==> src/rtl/game_glyph_rom.sv <==
// game_glyph_rom: registered 8x8 glyph ROM serving digit and GAME OVER letter bitmaps
module game_glyph_rom #(
  parameter logic [3:0] SPACE_CODE = 4'hF
) (
  input  logic        clk,
  input  logic        rst_n,
  input  logic [3:0]  digit,
  output logic [63:0] digit_bmp,
  input  logic [3:0]  letter,
  output logic [63:0] letter_bmp
);
  logic [63:0] digit_rom;
  logic [63:0] letter_rom;
  // Row 0 sits in the low byte, so each constant reads bottom row first.
  always_comb begin
    digit_rom = '0;
    case (digit)
      4'd0: digit_rom = 64'h003C6666766E663C;
      4'd1: digit_rom = 64'h007E181818183818;
      4'd2: digit_rom = 64'h007E60300C06663C;
      4'd3: digit_rom = 64'h003C66061C06663C;
      4'd4: digit_rom = 64'h000C0C7E6C3C1C0C;
      4'd5: digit_rom = 64'h003C6606067C607E;
      4'd6: digit_rom = 64'h003C6666667C603C;
      4'd7: digit_rom = 64'h00303030180C067E;
      4'd8: digit_rom = 64'h003C66663C66663C;
      4'd9: digit_rom = 64'h00380C063E66663C;
      default: digit_rom = '0;
    endcase
  end
  always_comb begin
    letter_rom = '0;
    case (letter)
      4'd0: letter_rom = 64'h003C66666E60663C;
      4'd1: letter_rom = 64'h0066667E66663C18;
      4'd2: letter_rom = 64'h006363636B7F7763;
      4'd3: letter_rom = 64'h007E60607C60607E;
      4'd4: letter_rom = 64'h003C66666666663C;
      4'd5: letter_rom = 64'h00183C6666666666;
      4'd6: letter_rom = 64'h00666C787C66667C;
      default: letter_rom = '0;
    endcase
  end
  always_ff @(posedge clk) begin
    if (!rst_n) begin
      digit_bmp  <= '0;
      letter_bmp <= '0;
    end else begin
      digit_bmp  <= digit_rom;
      letter_bmp <= (letter == SPACE_CODE) ? '0 : letter_rom;
    end
  end
endmodule

==> config.mk <==
export PLATFORM = sky130hd
export DESIGN_NAME = game_glyph_rom
export DESIGN_NICKNAME = d
export VERILOG_FILES = /design/src/rtl/game_glyph_rom.sv
export SDC_FILE = /design/constraint.sdc
export NUM_CORES = 1
export LEC_CHECK = 0
export CAP_MARGIN = 20
export CORE_MARGIN = 10
export CORE_UTILIZATION = 42
export CTS_CLUSTER_DIAMETER = 30
export DETAILED_ROUTE_END_ITERATION = 6
export PLACE_DENSITY = 0.85
export SLEW_MARGIN = 20
export SYNTH_ARGS = -nofsm -noshare
export SYNTH_HDL_FRONTEND = slang
export SYNTH_SLANG_ARGS = --single-unit
export TNS_END_PERCENT = 10
==> constraint.sdc <==
create_clock -name clk -period 3.65 [get_ports clk]
set_input_delay 0.73 -clock clk [delete_from_list [all_inputs] [get_ports clk]]
set_output_delay 0.73 -clock clk [all_outputs]
set_load 0.01 [all_outputs]
=== Yosys cells after proc, flatten, opt, wreduce, memory -nomap -nowiden ===
Memory sizes are Yosys's and may differ from the RTL's. A register that Yosys moved wholly into a read port is not among the register bits.
Index checks and enable logic that the tools add are counted.

* Bitwise gates (word level): 1
* Reductions and logical operators: 3
* Muxes and demuxes: 1
* Equal/unequal tests: 7

{| class="wikitable"
|+ Operators with widths
! operator !! number
|-
| $pmux W55 S7 || 1
|-
| $eq A4 B3 Y1 const B || 3
|-
| $eq A4 B2 Y1 const B || 2
|-
| $eq A4 B1 Y1 const B || 1
|-
| $eq A4 B4 Y1 const B || 1
|-
| $logic_not A4 Y1 || 1
|-
| $reduce_or A2 Y1 || 1
|-
| $logic_not A1 Y1 || 1
|-
| $not A1 Y1 || 1
|}

* Bits in registers: 128
* ROM bits: 672
* Bits of input ports: 10
* Output and inout bits: 128
* Word-level logic and storage cells: 15
* Memories kept: 1

{| class="wikitable"
|+ Memory list
! name !! depth !! width !! rd ports !! clocked after Yosys merged registers in !! write ports !! line !! source
|-
| (name not given) || 16 || 42 || 1 || 1 || 0 || 17 || <nowiki>case (digit)</nowiki>
|}

=== Longest topological paths before layout ===
* Depth after elaboration: 2
* Depth in mapped cells: 5
* Depth with buffers taken out: 5

=== Worst setup path before layout ===
OpenSTA, ideal clock, no wires.

* Kind: in2reg
* Start point: input digit[0]
* End point: register digit_bmp[14]
* Arrival time: 1.560 ns
* Required time: 3.522 ns
* Path buffers: 0
* Slack: 1.962 ns
* Stages: 5
* Library setup time: 0.128 ns
* Cell sequence: inv_1 > ha_1 > and2_1 > nor3_1 > nor2_1

{| class="wikitable"
|+ RTL lines
! what !! line !! source
|-
| start: declaration || 7 || <nowiki>input logic [3:0] digit,</nowiki>
|-
| end: declaration || 8 || <nowiki>output logic [63:0] digit_bmp,</nowiki>
|}

==> metrics.txt <==
# TYPE chip_impl_metric gauge
chip_impl_metric{name="dr_total_vias",unit=""} 1870
chip_impl_metric{name="timing_max_transition_violations_final",unit=""} 0
chip_impl_info{name="critical_path.endpoint_type",value="flop"} 1
chip_impl_metric{name="seqCellArea",unit="mm2"} 0.00116
chip_impl_metric{name="arrival",unit="ns"} 2.48
chip_impl_metric{name="placed_cell_area",unit="mm2"} 0.00316
chip_impl_metric{name="detail-route-antenna-nets",unit=""} 0
chip_impl_metric{name="p_total",unit="mW"} 1.60
chip_impl_info{name="rsz0062_at_grt",value="no"} 1
chip_impl_metric{name="ys_types",unit=""} 36
chip_impl_metric{name="vias_per_inst",unit=""} 4.47
chip_impl_metric{name="hold_viol_final",unit=""} 0
chip_impl_metric{name="detailedPlace.worstSlack",unit="ns"} 1.07
chip_impl_metric{name="grt_overflow_total",unit=""} 0
chip_impl_info{name="run_status",value="finished clean"} 1
chip_impl_metric{name="placedCellCount",unit=""} 402
chip_impl_metric{name="buffer_ports.inserted",unit=""} 100
chip_impl_metric{name="max_stage_delay",unit="ns"} 0.66
chip_impl_metric{name="finalInstanceArea",unit="mm2"} 0.00339
chip_impl_metric{name="yosys.area.top_type_share",unit="%"} 46.1
chip_impl_metric{name="required",unit="ns"} 3.86
chip_impl_metric{name="max_clock_freq",unit="MHz"} 442
chip_impl_metric{name="setup_viol",unit=""} 0
chip_impl_metric{name="layout.nets",unit=""} 354
chip_impl_metric{name="cts_buffers",unit=""} 9
chip_impl_metric{name="drv_cap",unit=""} 0
chip_impl_metric{name="groute.usage.overall",unit="%"} 12.6
chip_impl_metric{name="grt_start_max_net_pins",unit=""} 23
chip_impl_metric{name="grt_pass1_vias",unit=""} 1910
chip_impl_metric{name="syn_avg_cell_area",unit="um2"} 9.23
chip_impl_metric{name="ir_drop",unit="mV"} 0.328
chip_impl_metric{name="netlist_area",unit="mm2"} 0.00252
chip_impl_info{name="path_class_of_the_lowest_slack_min_delay_path",value="input port to flop"} 1
chip_impl_metric{name="final.min_clock_period",unit="ns"} 2.26
chip_impl_info{name="tritoncts",value="done"} 1
chip_impl_info{name="worst_setup_path_start_kind",value="input port"} 1
chip_impl_metric{name="cts_resized",unit=""} 0
chip_impl_metric{name="die_height",unit="um"} 97.5
chip_impl_metric{name="die_span_in_x",unit="um"} 97.5
chip_impl_info{name="synthDominantAreaCellType",value="sky130_fd_sc_hd__dfxtp_1"} 1
chip_impl_info{name="critical-path-slowest-cell",value="sky130_fd_sc_hd__clkdlybuf4s50_1"} 1
chip_impl_metric{name="fp-row-count",unit=""} 28
chip_impl_info{name="worstPathCellList",value="clkdlybuf4s50_1 > inv_1 > ha_1 > and2_1 > nor3_1 > nor2_1"} 1
chip_impl_metric{name="cts_hold_buf",unit=""} 0
chip_impl_metric{name="ioPinCount",unit=""} 138
chip_impl_metric{name="tritoncts_sink_count",unit=""} 58
chip_impl_metric{name="ys_warn_count",unit=""} 0
chip_impl_metric{name="core_area",unit="mm2"} 0.00589
chip_impl_metric{name="fill_cells",unit=""} 509
chip_impl_metric{name="hpwl",unit="mm"} 4.85
chip_impl_metric{name="initialDrtViolationCount",unit=""} 60
chip_impl_metric{name="finish.utilization",unit="%"} 57.5
chip_impl_metric{name="start_util",unit="%"} 42.8
chip_impl_metric{name="grt_pass1_wl",unit="mm"} 9.94
chip_impl_metric{name="timing.final.crit_share",unit="%"} 62.0
chip_impl_info{name="critical_path_class",value="input port to flop"} 1
chip_impl_metric{name="antenna_found_initial",unit=""} 0
chip_impl_metric{name="max_slew.worst_pin.slew",unit="ns"} 0.622
chip_impl_metric{name="clockBufferDepth",unit=""} 2
chip_impl_metric{name="pwrdens",unit="mW/mm2"} 472
chip_impl_metric{name="drive_gt1_share",unit="%"} 6.12
chip_impl_metric{name="post-route-drc-count",unit=""} 0
chip_impl_metric{name="cts-htree-levels",unit=""} 3
chip_impl_metric{name="smallest_setup_slack_after_layout",unit="ns"} 1.39
chip_impl_metric{name="route.final.wire_length",unit="mm"} 6.25
chip_impl_metric{name="max-slew-margin-rel",unit="%"} 58.4
chip_impl_info{name="synth.top_cells.by_area",value="sky130_fd_sc_hd__dfxtp_1 46%, sky130_fd_sc_hd__buf_4 21%, sky130_fd_sc_hd__nor2_1 3.9%, sky130_fd_sc_hd__o21a_1 3.3%, sky130_fd_sc_hd__a21oi_1 3.0%"} 1
chip_impl_metric{name="drtPass1Iterations",unit=""} 4
chip_impl_metric{name="routabilityCongestion",unit=""} 0.862
chip_impl_metric{name="synth-seq-area-share",unit="%"} 46.1
chip_impl_metric{name="number_of_flip_flops_and_latches_in_the_synthesized_netlist",unit=""} 58
chip_impl_metric{name="holdWs",unit="ns"} 1.24
chip_impl_metric{name="multiInputGateArea",unit="um2"} 875
chip_impl_metric{name="power.leakage",unit="nW"} 1.39
chip_impl_info{name="clock_tree.root_cell",value="sky130_fd_sc_hd__clkbuf_8"} 1
chip_impl_metric{name="hold-path-cell-count",unit=""} 2
chip_impl_metric{name="fin_setup_tns",unit="ns"} 0
chip_impl_metric{name="clk_transition_reported_paths",unit="ns"} 0.07
chip_impl_metric{name="floorplan.die_area",unit="mm2"} 0.00950
chip_impl_metric{name="finalNonFillerCells",unit=""} 418
chip_impl_metric{name="syn_to_final_growth",unit="%"} 34.4
chip_impl_metric{name="worst-path-max-fanout",unit=""} 9
chip_impl_metric{name="synth_cells",unit=""} 273
chip_impl_metric{name="post_cts.repair.setup_buffers",unit=""} 0
chip_impl_metric{name="antenna_diode_count",unit=""} 0
chip_impl_metric{name="post_drt_wl_per_cell",unit="um"} 14.9
==> worst max-delay path, delay by kind of cell <==
family | cells | cell delay, ns
buffers and inverters | 2 | 0.80
and+or+nand+nor | 3 | 0.57
adders and majority gates | 1 | 0.38
==> power breakdown <==
part           switching [mW]  internal, mW
clock                   0.250         0.422
sequential             0.0126         0.667
combinational           0.128         0.119
total                   0.391          1.21
==> cell usage after synthesis, drive strengths merged <==
| library cell | instances |
|---|---|
| o21ai | 9 |
| nor2b | 9 |
| ha | 6 |
| nand3b | 1 |
| nor3 | 7 |
| xnor2 | 1 |
| and3 | 1 |
| inv | 7 |
| nand2 | 12 |
| mux2 | 1 |
| a31oi | 3 |
| a22o | 1 |
| nand2b | 6 |
| buf | 81 |
| clkbuf | 1 |
| maj3 | 1 |
| nor3b | 2 |
| a21oi | 17 |
| or2 | 1 |
| a2bb2oi | 1 |
| a211oi | 1 |
| o21bai | 1 |
| nand3 | 1 |
| a21boi | 2 |
| dfxtp | 58 |
| xor2 | 1 |
| nor2 | 26 |
| o21a | 11 |
| and2 | 2 |
| o22ai | 1 |
| conb | 1 |
==> routing by layer <==
metal  share of wire, %  GRT usage [%]
met4                2.1           5.70
met5                  0              0
met1                 37           11.7
met3                 10           6.12
met2                 51           22.7
==> layout by cell type, fill, tap and decap left out, types with 2 or more instances in the layout <==
master and n:
sky130_fd_sc_hd__a21oi_1 15, sky130_fd_sc_hd__nand2b_1 5, sky130_fd_sc_hd__o21ai_0 9, sky130_fd_sc_hd__clkdlybuf4s50_1 100, sky130_fd_sc_hd__o21a_1 11, sky130_fd_sc_hd__ha_1 6
sky130_fd_sc_hd__bufinv_16 2, sky130_fd_sc_hd__nor2_1 26, sky130_fd_sc_hd__clkbuf_8 11, sky130_fd_sc_hd__nor3_1 7, sky130_fd_sc_hd__a31oi_1 3, sky130_fd_sc_hd__and2_1 2
sky130_fd_sc_hd__nand2_1 12, sky130_fd_sc_hd__nor3b_1 2, sky130_fd_sc_hd__a21boi_0 2, sky130_fd_sc_hd__nor2b_1 8, sky130_fd_sc_hd__conb_1 37, sky130_fd_sc_hd__inv_1 7
sky130_fd_sc_hd__dfxtp_1 58, sky130_fd_sc_hd__a21oi_2 2
==> final timing paths <==
kind                                    to     start  slack (ns)
setup / recovery  digit_bmp[14]$_SDFF_PN0_  digit[0]        1.39
hold / removal    digit_bmp[19]$_SDFF_PP0_  digit[1]        1.24
==> logic make-up after synthesis <==
logic type | count (synthesis) | synth area share [%]
other | 1 | 0.149
AO/OA/AOI/OAI | 47 | 11.6
multiplexers | 1 | 0.447
AND/OR/NAND/NOR | 68 | 13.1
adder cells (fa/ha/maj) | 7 | 3.38
XOR/XNOR | 2 | 0.695
buffers and inverters | 89 | 24.6
flip-flops | 58 | 46.1
==> layout make-up <==
type,count,area share (%)
well taps,75,2.77
multi-input cells,162,25.8
flip-flops and latches,58,34.3
clock buffers,12,4.58
repair buffers,100,29.6
clock inverters,4,2.18
inverters,7,0.776
==> registers in the layout (all words and copies together), names as in the netlist <==
signal / count
digit_bmp: 33
letter_bmp: 25
Power figures use the tool's default switching activity.
